<file path="src/rtl/pipe_trace_if.sv">
// Control, event and readback signals of the pipeline trace buffer.
interface pipe_trace_if #(
   parameter int CH    = 4,
   parameter int W     = 16,
   parameter int DEPTH = 16,
   parameter int CW    = 16
);
   localparam int AW = $clog2(DEPTH);
   localparam int RW = CW + CH + CH * W;

   logic            arm_i;
   logic [1:0]      mode_i;
   logic            trig_i;
   logic [AW:0]     post_i;
   logic [CH-1:0]   ev_v_i;
   logic [CH*W-1:0] ev_d_i;
   logic [AW-1:0]   rd_addr_i;
   logic [RW-1:0]   rd_data_o;
   logic [AW:0]     count_o;
   logic [1:0]      state_o;
   logic            done_o;
   logic            overflow_o;

   modport master (
      output arm_i, mode_i, trig_i, post_i, ev_v_i, ev_d_i, rd_addr_i,
      input  rd_data_o, count_o, state_o, done_o, overflow_o
   );

   modport slave (
      input  arm_i, mode_i, trig_i, post_i, ev_v_i, ev_d_i, rd_addr_i,
      output rd_data_o, count_o, state_o, done_o, overflow_o
   );
endinterface

</file>
<file path="src/rtl/pipe_trace.sv">
// Circular trace buffer for pipeline event taps with cycle stamps,
// continuous / stop-when-full / triggered capture and oldest-first readback.
//
// state   | meaning
// IDLE    | out of reset, nothing captured, stamp frozen
// CAPTURE | recording valid event cycles, waiting for full or trigger
// POST    | trigger accepted, recording the remaining post-trigger records
// DONE    | capture finished, buffer frozen until the next arm
module pipe_trace #(
   parameter int CH    = 4,
   parameter int W     = 16,
   parameter int DEPTH = 16,
   parameter int CW    = 16
) (
   input logic         clk,
   input logic         rst,
   pipe_trace_if.slave bus
);
   localparam int AW = $clog2(DEPTH);
   localparam int RW = CW + CH + CH * W;
   localparam logic [AW:0] FULL = (AW+1)'(DEPTH);
   localparam logic [AW:0] LAST = FULL - 1'b1;
   localparam logic [AW:0] ONE  = (AW+1)'(1);
   localparam logic [1:0]  MODE_CONT = 2'b00;
   localparam logic [1:0]  MODE_FULL = 2'b01;
   localparam logic [1:0]  MODE_TRIG = 2'b10;

   typedef enum logic [1:0] {
      IDLE    = 2'b00,
      CAPTURE = 2'b01,
      POST    = 2'b10,
      DONE    = 2'b11
   } state_t;

   state_t        state;
   logic [1:0]    mode_q;
   logic [AW-1:0] wptr;
   logic [AW:0]   cnt;
   logic [AW:0]   remaining;
   logic [CW-1:0] stamp;
   logic          ovf;
   logic          done_q;
   logic [RW-1:0] rd_q;
   logic [RW-1:0] mem [DEPTH];

   logic          active;
   logic          wr_en;
   logic [RW-1:0] rec;
   logic [AW:0]   cnt_nxt;
   logic [AW-1:0] wptr_nxt;
   logic [AW-1:0] phys;
   logic [RW-1:0] rd_nxt;

   assign active = (state == CAPTURE) || (state == POST);
   // Arm has priority and never writes, so the arm cycle is excluded here.
   assign wr_en  = active && (|bus.ev_v_i) && !bus.arm_i;
   assign rec    = {stamp, bus.ev_v_i, bus.ev_d_i};

   // Read path looks at post-edge pointer/count and forwards the record being
   // written this cycle, so a same-cycle read of a fresh slot sees new data.
   always_comb begin
      cnt_nxt  = cnt;
      wptr_nxt = wptr;
      if (bus.arm_i) begin
         cnt_nxt  = '0;
         wptr_nxt = '0;
      end else if (wr_en) begin
         wptr_nxt = wptr + 1'b1;
         if (cnt != FULL)
            cnt_nxt = cnt + 1'b1;
      end
      phys = ((cnt_nxt == FULL) ? wptr_nxt : '0) + bus.rd_addr_i;
      if ({1'b0, bus.rd_addr_i} >= cnt_nxt)
         rd_nxt = '0;
      else if (wr_en && (phys == wptr))
         rd_nxt = rec;
      else
         rd_nxt = mem[phys];
   end

   // Record storage; contents are don't-care until written, so no reset.
   always_ff @(posedge clk) begin
      if (wr_en)
         mem[wptr] <= rec;
   end

   // Capture FSM, pointers, stamp and registered outputs.
   always_ff @(posedge clk or negedge rst) begin
      if (!rst) begin
         state     <= IDLE;
         mode_q    <= MODE_CONT;
         wptr      <= '0;
         cnt       <= '0;
         remaining <= '0;
         stamp     <= '0;
         ovf       <= 1'b0;
         done_q    <= 1'b0;
         rd_q      <= '0;
      end else begin
         rd_q <= rd_nxt;
         wptr <= wptr_nxt;
         cnt  <= cnt_nxt;
         if (bus.arm_i) begin
            state     <= CAPTURE;
            mode_q    <= (bus.mode_i == 2'b11) ? MODE_CONT : bus.mode_i;
            stamp     <= '0;
            ovf       <= 1'b0;
            remaining <= '0;
            done_q    <= 1'b0;
         end else begin
            if (active && (stamp != '1))
               stamp <= stamp + 1'b1;
            if (wr_en && (cnt == FULL))
               ovf <= 1'b1;
            case (state)
               CAPTURE: begin
                  if ((mode_q == MODE_FULL) && wr_en && (cnt == LAST)) begin
                     state  <= DONE;
                     done_q <= 1'b1;
                  end else if ((mode_q == MODE_TRIG) && bus.trig_i) begin
                     if (bus.post_i == '0) begin
                        state  <= DONE;
                        done_q <= 1'b1;
                     end else begin
                        state     <= POST;
                        remaining <= bus.post_i;
                     end
                  end
               end
               POST: begin
                  if (wr_en) begin
                     remaining <= remaining - 1'b1;
                     if (remaining == ONE) begin
                        state  <= DONE;
                        done_q <= 1'b1;
                     end
                  end
               end
               default: ;
            endcase
         end
      end
   end

   assign bus.rd_data_o  = rd_q;
   assign bus.count_o    = cnt;
   assign bus.state_o    = state;
   assign bus.done_o     = done_q;
   assign bus.overflow_o = ovf;
endmodule
</file>
<file path="src/flat_wrapper.sv">
// flat-port wrapper written by rule: the top's interface ports become plain ports
module pipe_trace_flat 
#(
   parameter int CH    = 4,
   parameter int W     = 16,
   parameter int DEPTH = 16,
   parameter int CW    = 16
)
  (clk, rst, bus_arm_i, bus_mode_i, bus_trig_i, bus_post_i, bus_ev_v_i, bus_ev_d_i, bus_rd_addr_i, bus_rd_data_o, bus_count_o, bus_state_o, bus_done_o, bus_overflow_o);
  pipe_trace_if #(.CH(CH), .W(W), .DEPTH(DEPTH), .CW(CW)) bus_i ();
  input logic clk;
  input logic rst;
  input wire logic [$bits(bus_i.arm_i)-1:0] bus_arm_i;
  input wire logic [$bits(bus_i.mode_i)-1:0] bus_mode_i;
  input wire logic [$bits(bus_i.trig_i)-1:0] bus_trig_i;
  input wire logic [$bits(bus_i.post_i)-1:0] bus_post_i;
  input wire logic [$bits(bus_i.ev_v_i)-1:0] bus_ev_v_i;
  input wire logic [$bits(bus_i.ev_d_i)-1:0] bus_ev_d_i;
  input wire logic [$bits(bus_i.rd_addr_i)-1:0] bus_rd_addr_i;
  output wire logic [$bits(bus_i.rd_data_o)-1:0] bus_rd_data_o;
  output wire logic [$bits(bus_i.count_o)-1:0] bus_count_o;
  output wire logic [$bits(bus_i.state_o)-1:0] bus_state_o;
  output wire logic [$bits(bus_i.done_o)-1:0] bus_done_o;
  output wire logic [$bits(bus_i.overflow_o)-1:0] bus_overflow_o;
  assign bus_i.arm_i = bus_arm_i;
  assign bus_i.mode_i = bus_mode_i;
  assign bus_i.trig_i = bus_trig_i;
  assign bus_i.post_i = bus_post_i;
  assign bus_i.ev_v_i = bus_ev_v_i;
  assign bus_i.ev_d_i = bus_ev_d_i;
  assign bus_i.rd_addr_i = bus_rd_addr_i;
  assign bus_rd_data_o = bus_i.rd_data_o;
  assign bus_count_o = bus_i.count_o;
  assign bus_state_o = bus_i.state_o;
  assign bus_done_o = bus_i.done_o;
  assign bus_overflow_o = bus_i.overflow_o;
  pipe_trace #(.CH(CH), .W(W), .DEPTH(DEPTH), .CW(CW)) u_core (.clk(clk), .rst(rst), .bus(bus_i));
endmodule
</file>
<file path="config.mk">
export PLATFORM = sky130hd
export DESIGN_NAME = pipe_trace_flat
export DESIGN_NICKNAME = d
export VERILOG_FILES = /design/src/rtl/pipe_trace_if.sv /design/src/rtl/pipe_trace.sv /design/src/flat_wrapper.sv
export SDC_FILE = /design/constraint.sdc
export NUM_CORES = 1
export LEC_CHECK = 0
export CAP_MARGIN = 20
export CELL_PAD_IN_SITES_DETAIL_PLACEMENT = 0
export CELL_PAD_IN_SITES_GLOBAL_PLACEMENT = 1
export CORE_MARGIN = 5
export CORE_UTILIZATION = 25
export DETAILED_ROUTE_END_ITERATION = 8
export GPL_ROUTABILITY_DRIVEN = 1
export GPL_TIMING_DRIVEN = 0
export PLACE_DENSITY_LB_ADDON = 0.2
export SYNTH_ARGS = -nofsm -noshare
export SYNTH_HDL_FRONTEND = slang
export SYNTH_SLANG_ARGS = --single-unit
</file>
<file path="constraint.sdc">
create_clock -name clk -period 14.58 [get_ports clk]
set_input_delay 2.916 -clock clk [delete_from_list [all_inputs] [get_ports clk]]
set_output_delay 2.916 -clock clk [all_outputs]
set_load 0.02 [all_outputs]
</file>
* Yosys cells after proc, flatten, opt, wreduce, memory -nomap -nowiden
Memory sizes are Yosys's and may differ from the RTL's.
Cells that the tools add are included.
** Word-level totals
- Bits in writable memories :: 1344
- Output and inout bits :: 93
- Memories kept :: 1
- Flip-flop bits (word level) :: 120
- Input bits :: 83
- Logic and storage cells :: 88
** Memory list
- u_core.mem :: depth 16, width 84, rd ports 1, clocked after memory_dff 0, write ports 1, RTL line pipe_trace.sv:44 : logic [RW-1:0] mem [DEPTH];
** Operators by class
- Equal/unequal tests :: 19
- Reductions and logical operators :: 18
- Mux-type cells :: 35
- Add/subtract/negate cells :: 5
- Order comparisons :: 1
** Operator list (number)
- 2-to-1 mux 84 bit :: 2
- 2-to-1 mux 5 bit :: 8
- 2-to-1 mux 16 bit :: 2
- adder 16 x 1 -> 16 bit, second input constant :: 1
- != test 16 bit, second input constant :: 1
- 2-to-1 mux 2 bit :: 6
- 2-to-1 mux 4 bit :: 3
- != test 3 bit, second input constant :: 4
- 2-to-1 mux 1 bit :: 11
- equality test 5 bit, second input constant :: 2
- case mux 5 bit (2 select lines) :: 1
- AND reduction 5 bit :: 2
- logical AND 1 bit :: 8
- != test 4 bit, second input constant :: 2
- equality test 2 bit, second input constant :: 3
- adder 5 x 1 -> 5 bit, second input constant :: 1
- equality test 5 x 1 -> 1 bit, second input constant :: 1
- equality test 5 x 4 -> 1 bit, second input constant :: 1
- greater-or-equal comparator 4 x 5 -> 1 bit :: 1
- logical NOT 5 bit :: 1
- != test 5 bit, second input constant :: 1
- subtractor 5 x 1 -> 5 bit, second input constant :: 1
- adder 4 x 1 -> 4 bit, second input constant :: 1
- adder 4 bit :: 1
- 11 further kinds :: 13

* Logic depth before layout (Yosys ltp)
Gate-level depths: netlist (run 1).
- Depth after elaboration :: 13
- Depth in mapped cells :: 21
- Mapped depth without buffers :: 16

* Worst setup path before layout (run 1)
OpenSTA, ideal clock, no wires.
- Kind :: input to register
- From :: in bus_ev_v_i[0]
- To :: mem u_core.mem[8][0] (netlist name) (enable)
- Buffers on the path :: 1
- Data required time :: 13.951 ns
- Slack :: 4.560 ns
- Library setup time :: 0.629 ns
- Cell stages on the path :: 5
- Arrival time :: 9.391 ns
- Cells stage by stage :: nor4_4 > nor2_1 > clkbuf_1 > nand2_1 > nor3_1
** Between the ends
- Longest elaborated chain between the ends :: 5
** RTL lines
- start: declaration :: RTL line flat_wrapper.sv:17 : input wire logic [$bits(bus_i.ev_v_i)-1:0] bus_ev_v_i;
- OR reduction 4 bit :: RTL line pipe_trace.sv:56 : assign wr_en = active && (|bus.ev_v_i) && !bus.arm_i;
- logical AND 1 bit (2 in a row) :: RTL line pipe_trace.sv:56
- 2-to-1 mux 1 bit :: RTL line pipe_trace.sv:83 : if (wr_en)
- 2-to-1 mux 1 bit (implied by the code) :: RTL line pipe_trace.sv:84 : mem[wptr] <= rec;
- end: declaration :: RTL line pipe_trace.sv:44
No other way between the ends.

* Worst setup path after layout (run 1)
- From :: in bus_ev_v_i[0]
- To :: reg u_core.rd_q[3], in the netlist u_core.bus.rd_data_o[3]
** Between the ends
- Longest elaborated chain between the ends :: 12
- Elaborated cells on any way between the ends :: 16
- Classes of those cells :: 1 x add/sub; 1 x order compare; 2 x eq/ne; 7 x mux; 4 x reduce/logical; 1 x memory
** RTL lines
- OR reduction 4 bit * :: RTL line pipe_trace.sv:56
- logical AND 1 bit * (2 in a row) :: RTL line pipe_trace.sv:56
- 2-to-1 mux 5 bit * :: RTL line pipe_trace.sv:67 : end else if (wr_en) begin
- 2-to-1 mux 5 bit * :: RTL line pipe_trace.sv:64 : if (bus.arm_i) begin
- named net u_core.cnt_nxt[0] :: RTL line pipe_trace.sv:49 : logic [AW:0] cnt_nxt;
- parallel branches: the longest is 6 deep, another holds memory (16 x 84 bit)
- 2-to-1 mux 84 bit * :: RTL line pipe_trace.sv:73 : if ({1'b0, bus.rd_addr_i} >= cnt_nxt)
- named net u_core.rd_nxt[3] :: RTL line pipe_trace.sv:52 : logic [RW-1:0] rd_nxt;
- end signal: assignment :: RTL line pipe_trace.sv:100 : rd_q <= rd_nxt;
- end: declaration :: RTL line pipe_trace.sv:43 : logic [RW-1:0] rd_q;
Mark *: on every way through the listed nets, which the timed path passes.
A chain may end at the register's enable or synchronous reset.

==> results of run 1 <==
[cells in the final DEF (no fill, tap or decap), types with 6 or more instances in the layout]
cell | synthesis | final
clkbuf_8 | 0 | 21
a221o_1 | 82 | 82
nor3_1 | 14 | 6
or3_1 | 8 | 8
buf_12 | 0 | 30
bufinv_16 | 0 | 13
inv_1 | 15 | 15
buf_1 | 37 | 34
clkinv_1 | 1 | 25
nor2_1 | 38 | 30
mux2i_1 | 254 | 254
clkbuf_2 | 1 | 7
clkdlybuf4s50_1 | 0 | 174
mux4_2 | 336 | 336
o21ai_0 | 20 | 20
buf_4 | 1 | 11
a21oi_1 | 97 | 97
nand3_1 | 94 | 94
ha_1 | 19 | 19
xnor2_1 | 8 | 8
buf_8 | 0 | 30
buf_2 | 4 | 7
dfrtp_1 | 120 | 120
edfxtp_1 | 1344 | 1344
nor2_4 | 0 | 8
clkinv_2 | 0 | 28
buf_16 | 0 | 14
clkbuf_16 | 0 | 173
xor2_1 | 12 | 11
nand2_1 | 195 | 195
buf_6 | 6 | 93
clkbuf_1 | 135 | 169
diode_2 | 0 | 6
nor3_2 | 0 | 8
inv_6 | 0 | 7
[per-layer routing]
layer / up-vias / wire length (microns) / track usage
met5: - / 23 / 0
li1: 13000 / - / -
met3: 221 / 8280 / 0.0237
met4: 4 / 3470 / 0.0353
met1: 16200 / 79200 / 0.199
met2: 772 / 81900 / 0.228
[metrics by stage]
step | cell area (sq um) | worst slack, ns
2_1_floorplan | 58100 | 4.56
3_3_place_gp | 63600 | -5.65
3_5_place_dp | 66100 | 3.37
4_1_cts | 71600 | 4.30
5_1_grt | 71800 | 4.32
6_report | 71800 | 4.59
[cell families (layout without fill, tap and decap cells)]
| kind of cell | after synthesis | after routing | share of synthesized area |
|---|---|---|---|
| XOR/XNOR | 21 | 21 | 0.00340 |
| buffers and inverters | 200 | 858 | 0.0139 |
| multiplexers | 592 | 592 | 0.174 |
| other | 0 | 6 | 0 |
| flip-flops | 1464 | 1464 | 0.747 |
| AO/OA/AOI/OAI | 221 | 221 | 0.0275 |
| AND/OR/NAND/NOR | 382 | 382 | 0.0296 |
| adder cells (fa/ha/maj) | 20 | 20 | 0.00444 |
[sequential cells by signal, summed over array words and instances (netlist names), 2 cells and up]
signal / count
u_core.mode_q: 2
u_core.bus.rd_data_o: 84
u_core.stamp: 16
u_core.bus.count_o: 5
u_core.remaining: 5
u_core.bus.state_o: 2
u_core.wptr: 4
u_core.mem: 1344
[layout make-up]
| type | count | area share |
|---|---|---|
| plain buffers | 184 | 0.0105 |
| well taps | 3043 | 0.0530 |
| repair buffers | 346 | 0.0591 |
| flip-flops and latches | 1464 | 0.604 |
| inverters | 16 | 0.000837 |
| multi-input cells | 1236 | 0.195 |
| diodes | 6 | 0.000209 |
| clock inverters | 78 | 0.0105 |
| clock buffers | 234 | 0.0664 |
[where the power goes]
part / leakage [nW] / internal, mW / switching (mW)
logic: 7.51 / 0.686 / 0.955
clock network: 2.72 / 2.51 / 1.72
registers: 13.7 / 4.77 / 0.0750
total: 24.0 / 7.96 / 2.75
[path summary, 6_finish.rpt]
check / from / depth (start not counted) / end / slack [ns]
max in group asynchronous: rst / 2 / u_core.bus.rd_data_o[61]$_DFF_PN0_ / 11.67
hold reg to reg: u_core.bus.done_o$_DFFE_PN0P_ / 2 / u_core.bus.done_o$_DFFE_PN0P_ / 0.50
setup / recovery: bus_ev_v_i[0] / 18 / u_core.bus.rd_data_o[3]$_DFF_PN0_ / 4.59
min in group asynchronous: rst / 1 / u_core.bus.state_o[0]$_DFFE_PN0P_ / 2.00
setup reg to reg: u_core.bus.state_o[0]$_DFFE_PN0P_ / 17 / u_core.bus.rd_data_o[3]$_DFF_PN0_ / 7.25
hold / removal: u_core.bus.done_o$_DFFE_PN0P_ / 2 / u_core.bus.done_o$_DFFE_PN0P_ / 0.50
[critical path: stages]
cell and delay [ns]:
clkdlybuf4s50_1 0.82, nor4_4 0.94, or2_1 0.19, clkbuf_2 0.22
nor2_1 0.09, xnor2_1 0.13, nor2_1 0.09, or4_1 0.60
nor3_1 0.18, ha_1 0.23, fa_1 0.34, clkbuf_1 0.81
clkbuf_2 0.81, clkbuf_1 0.83, mux4_2 0.37, mux2i_1 0.10
a221o_1 0.33, a21oi_1 0.56
==> impl_metrics.py, run 1 <==
metrics = {
    "timing": {
        "maxSlewHeadroom": 0.233,
        "rsz0062_at_grt": "false",
        "setup_tns_final_ns": 0,
        "hold-worst-slack_ns": 0.502,
        "finalWorstPathRequiredPeriod_ns": 9.99,
        "tightestPinTransition_ns": 1.15,
        "fin_worst_skew_ns": 0.0291,
        "final_max_slew_viol_count": 0,
        "finalHoldViolCount": 0,
        "report.final.setup_viol": 0,
        "timing.final.crit_share": 0.685,
        "max_freq_mhz": 100,
    },
    "clock_network": {
        "cts_inserted_buffers": 166,
        "root_buffer": "clkbuf_16",
        "cts_tree": "done",
        "clock_insertion_delay_worst_skew_ns": 0.81,
        "cts.sink_count": 1464,
        "cts.htree.levels": 4,
        "cts.clk_slew.worst_paths_ns": 0.06,
        "cts-root-to-sink-buffers": 3,
        "post_cts_buffers": 0,
        "cts_hold_buf": 0,
        "postCtsResizedCells": 0,
    },
    "final_layout": {
        "nFillCells": 22300,
        "drive_gt1_frac": 0.226,
        "fin_util": 0.310,
        "final_nets": 3517,
        "area.sequential_sq_um": 43400,
        "multi_input_area_sq_um": 14000,
        "areaGrowthSynthToFinish_pct": 23.6,
        "finalNonFillerCells": 6607,
    },
    "critical_path": {
        "arrival_ns": 10.61,
        "crit_path_end_kind": "flip-flop",
        "timing.critical_path.fanout_max": 18,
        "startpoint_type": "input pin",
        "critical_path_class": "in2reg",
        "cp.required_ns": 15.20,
    },
    "placed_design": {
        "placed_cells": 6277,
        "hpwl_microns": 117000,
        "io_buffer_count": 175,
        "gp_congestion": 0.699,
    },
    "global_route": {
        "grt-ovfl-total": 0,
        "first_global_vias": 31500,
        "grt_first_pass_wirelength_microns": 246000,
        "largest_net_degree_at_the_start_of_global_routing": 81,
        "grt_antenna_before_repair": 23,
        "global_route.usage.total": 0.141,
    },
    "synthesis": {
        "netlist_area_sq_um": 58100,
        "synth_enable_flop_cells": 1344,
        "cell_types_with_the_highest_counts_after_synthesis": "edfxtp_1 (1344), mux4_2 (336), mux2i_1 (254)",
        "async_flop_share": 0.0820,
        "synth-seq-cells": 1464,
        "synth.lib_cells_used.distinct": 56,
        "synthesis.area_per_instance_sq_um": 20.0,
        "synth.net_count": 3003,
        "yosysTopAreaCellShare": 0.695,
        "cell_taking_the_most_area_after_synthesis": "edfxtp_1",
        "synth.yosys.seq_area_share": 0.747,
        "syn_inst": 2900,
        "yosys-top-cells-area": "edfxtp_1 (69%), mux4_2 (13%), dfrtp_1 (5.2%)",
        "ys_dominant_reg_cell": "edfxtp_1",
        "synth-warning-count": 0,
        "yosysMostFrequentCell": "edfxtp_1",
    },
    "detailed_routing": {
        "detailed_route_wire_length_microns": 173000,
        "drt_first_iter_violations": 2546,
        "drc_errors": 0,
        "detailedRoute.firstPassIterationCount": 5,
        "routed_via_density": 4.57,
        "antenna_violating_nets_post_route": 0,
        "wire_per_inst_microns": 26.2,
        "dr_total_vias": 30200,
    },
    "floorplanning": {
        "initial_core_util": 0.250,
        "design.core.area_sq_um": 232000,
        "std_cell_rows": 177,
        "die_w_microns": 492,
        "fp.dieH_microns": 492,
        "design.portCount": 176,
        "die-area_sq_um": 242000,
    },
    "worst_hold_path": {
        "min-delay-path-class": "reg2reg",
    },
    "power_and_ir_drop": {
        "peak_vdd_ir_mv": 0.0965,
        "total_power_mw": 10.7,
        "powerDensity_nw_per_um2": 149,
        "leakage_nw": 24.0,
    },
    "outcome": {
        "outcome": "finished, final reports clean",
    },
    "run": {
        "max-cap-violations": 0,
    },
}
(Power assumes the default switching activity.)
==> run 2: changes to the inputs <==
clock period = 10.15 ns   (was 14.58 ns; I/O delays follow)
==> results of run 2 <==
Same layout as run 1 (identical final DEF). Status: finished, final reports clean.
Among the figures that moved: setup slack after placement 3.37 ns -> -0.176 ns; setup slack after layout 4.59 ns -> 1.04 ns; register-to-register setup slack 7.25 ns -> 2.82 ns; total power 10.7 mW -> 15.4 mW; worst IR drop on VDD 0.0965 mV -> 0.139 mV
==> run 3: changes to the inputs <==
CORE_UTILIZATION = 54   (was 25)
==> run 3 against run 2 <==
Setup slack worse by 0.19 ns. Cell area is 5.1% lower. Fmax is 2.0% lower. Register-to-register slack got worse by 0.20 ns. Clock skew shrank 0.0096 ns. Utilization is 33 points higher. Hold slack got worse by 0.0028 ns. Routed wire length shrank 19%. Clock-buffer cell count shrank 23. Clock power down 13%. Critical endpoint is now u_core.bus.rd_data_o[63]$_DFF_PN0_. Largest cell class unchanged.
==> impl_metrics.py, run 3 (synthesized netlist as in run 1, its figures left out) <==
metrics = {
    "clock_network": {
        "cts_tree": "done",
        "post_cts_buffers": 0,
        "cts.clk_slew.worst_paths_ns": 0.06,
        "cts_inserted_buffers": 147,
        "cts-root-to-sink-buffers": 3,
        "cts.htree.levels": 4,
        "root_buffer": "clkbuf_16",
        "cts_hold_buf": 0,
        "cts.sink_count": 1464,
        "postCtsResizedCells": 0,
        "clock_insertion_delay_worst_skew_ns": 0.75,
    },
    "floorplanning": {
        "design.portCount": 176,
        "std_cell_rows": 120,
        "die-area_sq_um": 114000,
        "fp.dieH_microns": 338,
        "die_w_microns": 338,
        "initial_core_util": 0.543,
        "design.core.area_sq_um": 107000,
    },
    "outcome": {
        "outcome": "finished, final reports clean",
    },
    "worst_hold_path": {
        "min-delay-path-class": "reg2reg",
    },
    "timing": {
        "tightestPinTransition_ns": 1.06,
        "max_freq_mhz": 108,
        "setup_tns_final_ns": 0,
        "timing.final.crit_share": 0.916,
        "fin_worst_skew_ns": 0.0195,
        "finalWorstPathRequiredPeriod_ns": 9.30,
        "maxSlewHeadroom": 0.288,
        "rsz0062_at_grt": "false",
        "final_max_slew_viol_count": 0,
        "report.final.setup_viol": 0,
        "finalHoldViolCount": 0,
    },
    "global_route": {
        "global_routing_met1_resource_utilization": 0.336,
        "grt_first_pass_wirelength_microns": 205000,
        "grt.met3_usage": 0.0481,
        "grt_antenna_before_repair": 8,
        "first_global_vias": 31100,
        "grt_util_met2": 0.411,
        "grt-ovfl-total": 0,
        "largest_net_degree_at_the_start_of_global_routing": 77,
        "global_route.usage.total": 0.248,
        "top_usage_layer": "met2",
    },
    "critical_path": {
        "cp.required_ns": 10.72,
        "timing.critical_path.fanout_max": 18,
        "cpMaxStageDelayCell": "nor4_4",
        "slowest_stage_delay_cp_ns": 0.84,
        "startpoint_type": "input pin",
        "timing.critical_path.max_delay_family": "simple AND/OR/NAND/NOR gates",
        "arrival_ns": 9.86,
        "crit_path_end_kind": "flip-flop",
        "critical_path_class": "in2reg",
        "cp_cell_sequence": "clkdlybuf4s50_1, nor4_4, or2_1, clkbuf_2, nor2_1, xnor2_1, nor2_1, or4_1, nor3_1, ha_1, fa_1, xor2_1, xnor2_1, nand3_1, nor3_1, clkbuf_2, buf_2, clkbuf_1, nand3_1, a21oi_1",
        "cp.buffers_inverters": 5,
    },
    "final_layout": {
        "finalNonFillerCells": 4873,
        "drive_gt1_frac": 0.206,
        "largest-register": "u_core.mem",
        "multi_input_area_sq_um": 14000,
        "area.sequential_sq_um": 43400,
        "final_nets": 3449,
        "areaGrowthSynthToFinish_pct": 17.4,
        "layout.cells.most_common_list": "edfxtp_1 (1344), mux4_2 (336), mux2i_1 (254)",
        "layout_commonest_cell": "edfxtp_1",
        "nFillCells": 7206,
        "largest_reg_flops": 1344,
        "fin_util": 0.638,
    },
    "power_and_ir_drop": {
        "peak_vdd_ir_mv": 0.178,
        "powerDensity_nw_per_um2": 211,
        "leakage_nw": 23.2,
    },
    "placed_design": {
        "io_buffer_count": 175,
        "hpwl_microns": 91800,
        "gp_congestion": 0.797,
        "placed_cells": 4594,
    },
    "detailed_routing": {
        "antenna_violating_nets_post_route": 0,
        "drt_first_iter_violations": 2945,
        "drc_errors": 0,
        "detailed_route_wire_length_microns": 140000,
        "dr_total_vias": 30000,
        "detailedRoute.firstPassIterationCount": 5,
        "wire_per_inst_microns": 28.7,
        "routed_via_density": 6.15,
    },
    "run": {
        "max-cap-violations": 0,
    },
}
run 3: changes by cell type in the layout (fill, tap and decap cells not counted), moves of 4 or more:
| cell | delta |
|---|---|
| buf_6 | -21 |
| clkbuf_16 | -21 |
| buf_8 | -14 |
| clkbuf_8 | -9 |
| clkinv_2 | -9 |
| buf_16 | -7 |
| buf_12 | -6 |
| clkbuf_1 | +6 |
| clkinv_1 | -6 |
| bufinv_16 | -5 |
| diode_2 | -4 |
run 3: path summary, 6_finish.rpt:
| kind | cells after the start | to | start | slack, ns |
|---|---|---|---|---|
| min reg2reg | 2 | u_core.bus.overflow_o$_DFFE_PN0P_ | u_core.bus.overflow_o$_DFFE_PN0P_ | 0.50 |
| min | 2 | u_core.bus.overflow_o$_DFFE_PN0P_ | u_core.bus.overflow_o$_DFFE_PN0P_ | 0.50 |
| max reg2reg | 21 | u_core.bus.rd_data_o[63]$_DFF_PN0_ | u_core.bus.state_o[0]$_DFFE_PN0P_ | 2.62 |
| max | 20 | u_core.bus.rd_data_o[63]$_DFF_PN0_ | bus_ev_v_i[0] | 0.85 |
| max in group asynchronous | 2 | u_core.bus.rd_data_o[65]$_DFF_PN0_ | rst | 8.04 |
| min in group asynchronous | 1 | u_core.bus.rd_data_o[17]$_DFF_PN0_ | rst | 1.23 |
run 3: per-stage QoR:
stage / cell area, sq um / setup slack [ns] / total power [mW] / hold WS (ns)
after floorplan: 58100 / 1.02 / 8.35 / 0.468
after global placement: 61600 / -6.90 / 9.19 / 0.488
after detailed placement: 63400 / 0.0842 / 9.24 / 0.488
after CTS: 68100 / 0.825 / 14.5 / 0.505
after global routing: 68100 / 0.475 / 14.9 / 0.518
final: 68200 / 0.855 / 14.4 / 0.499
run 3: tightest hold or removal path: stages (launching register included):
cell and delay, ns:
dfrtp_1 0.34, a21oi_1 0.04, nor2_1 0.07
run 3: layout make-up:
type                       instances  share of cell area
sequential                      1464               0.636
clock inverter                    60             0.00835
antenna                            2           0.0000734
clock buffer                     211              0.0608
tap                             1403              0.0258
inverter                          16            0.000881
timing repair buffer             297              0.0510
multi-input combinational       1236               0.206
buffer                           184              0.0111
run 3: power breakdown:
group,internal (mW),switching (mW),total [mW]
sequential,6.85,0.101,6.95
clock,3.05,2.21,5.27
combinational,0.934,1.23,2.16
run 3: routing by layer:
| metal | part of all wire | wire [microns] |
|---|---|---|
| met2 | 0.50 | 70200 |
| met5 | 0.00045 | 63 |
| met4 | 0.033 | 4550 |
| met1 | 0.40 | 55500 |
| met3 | 0.069 | 9620 |
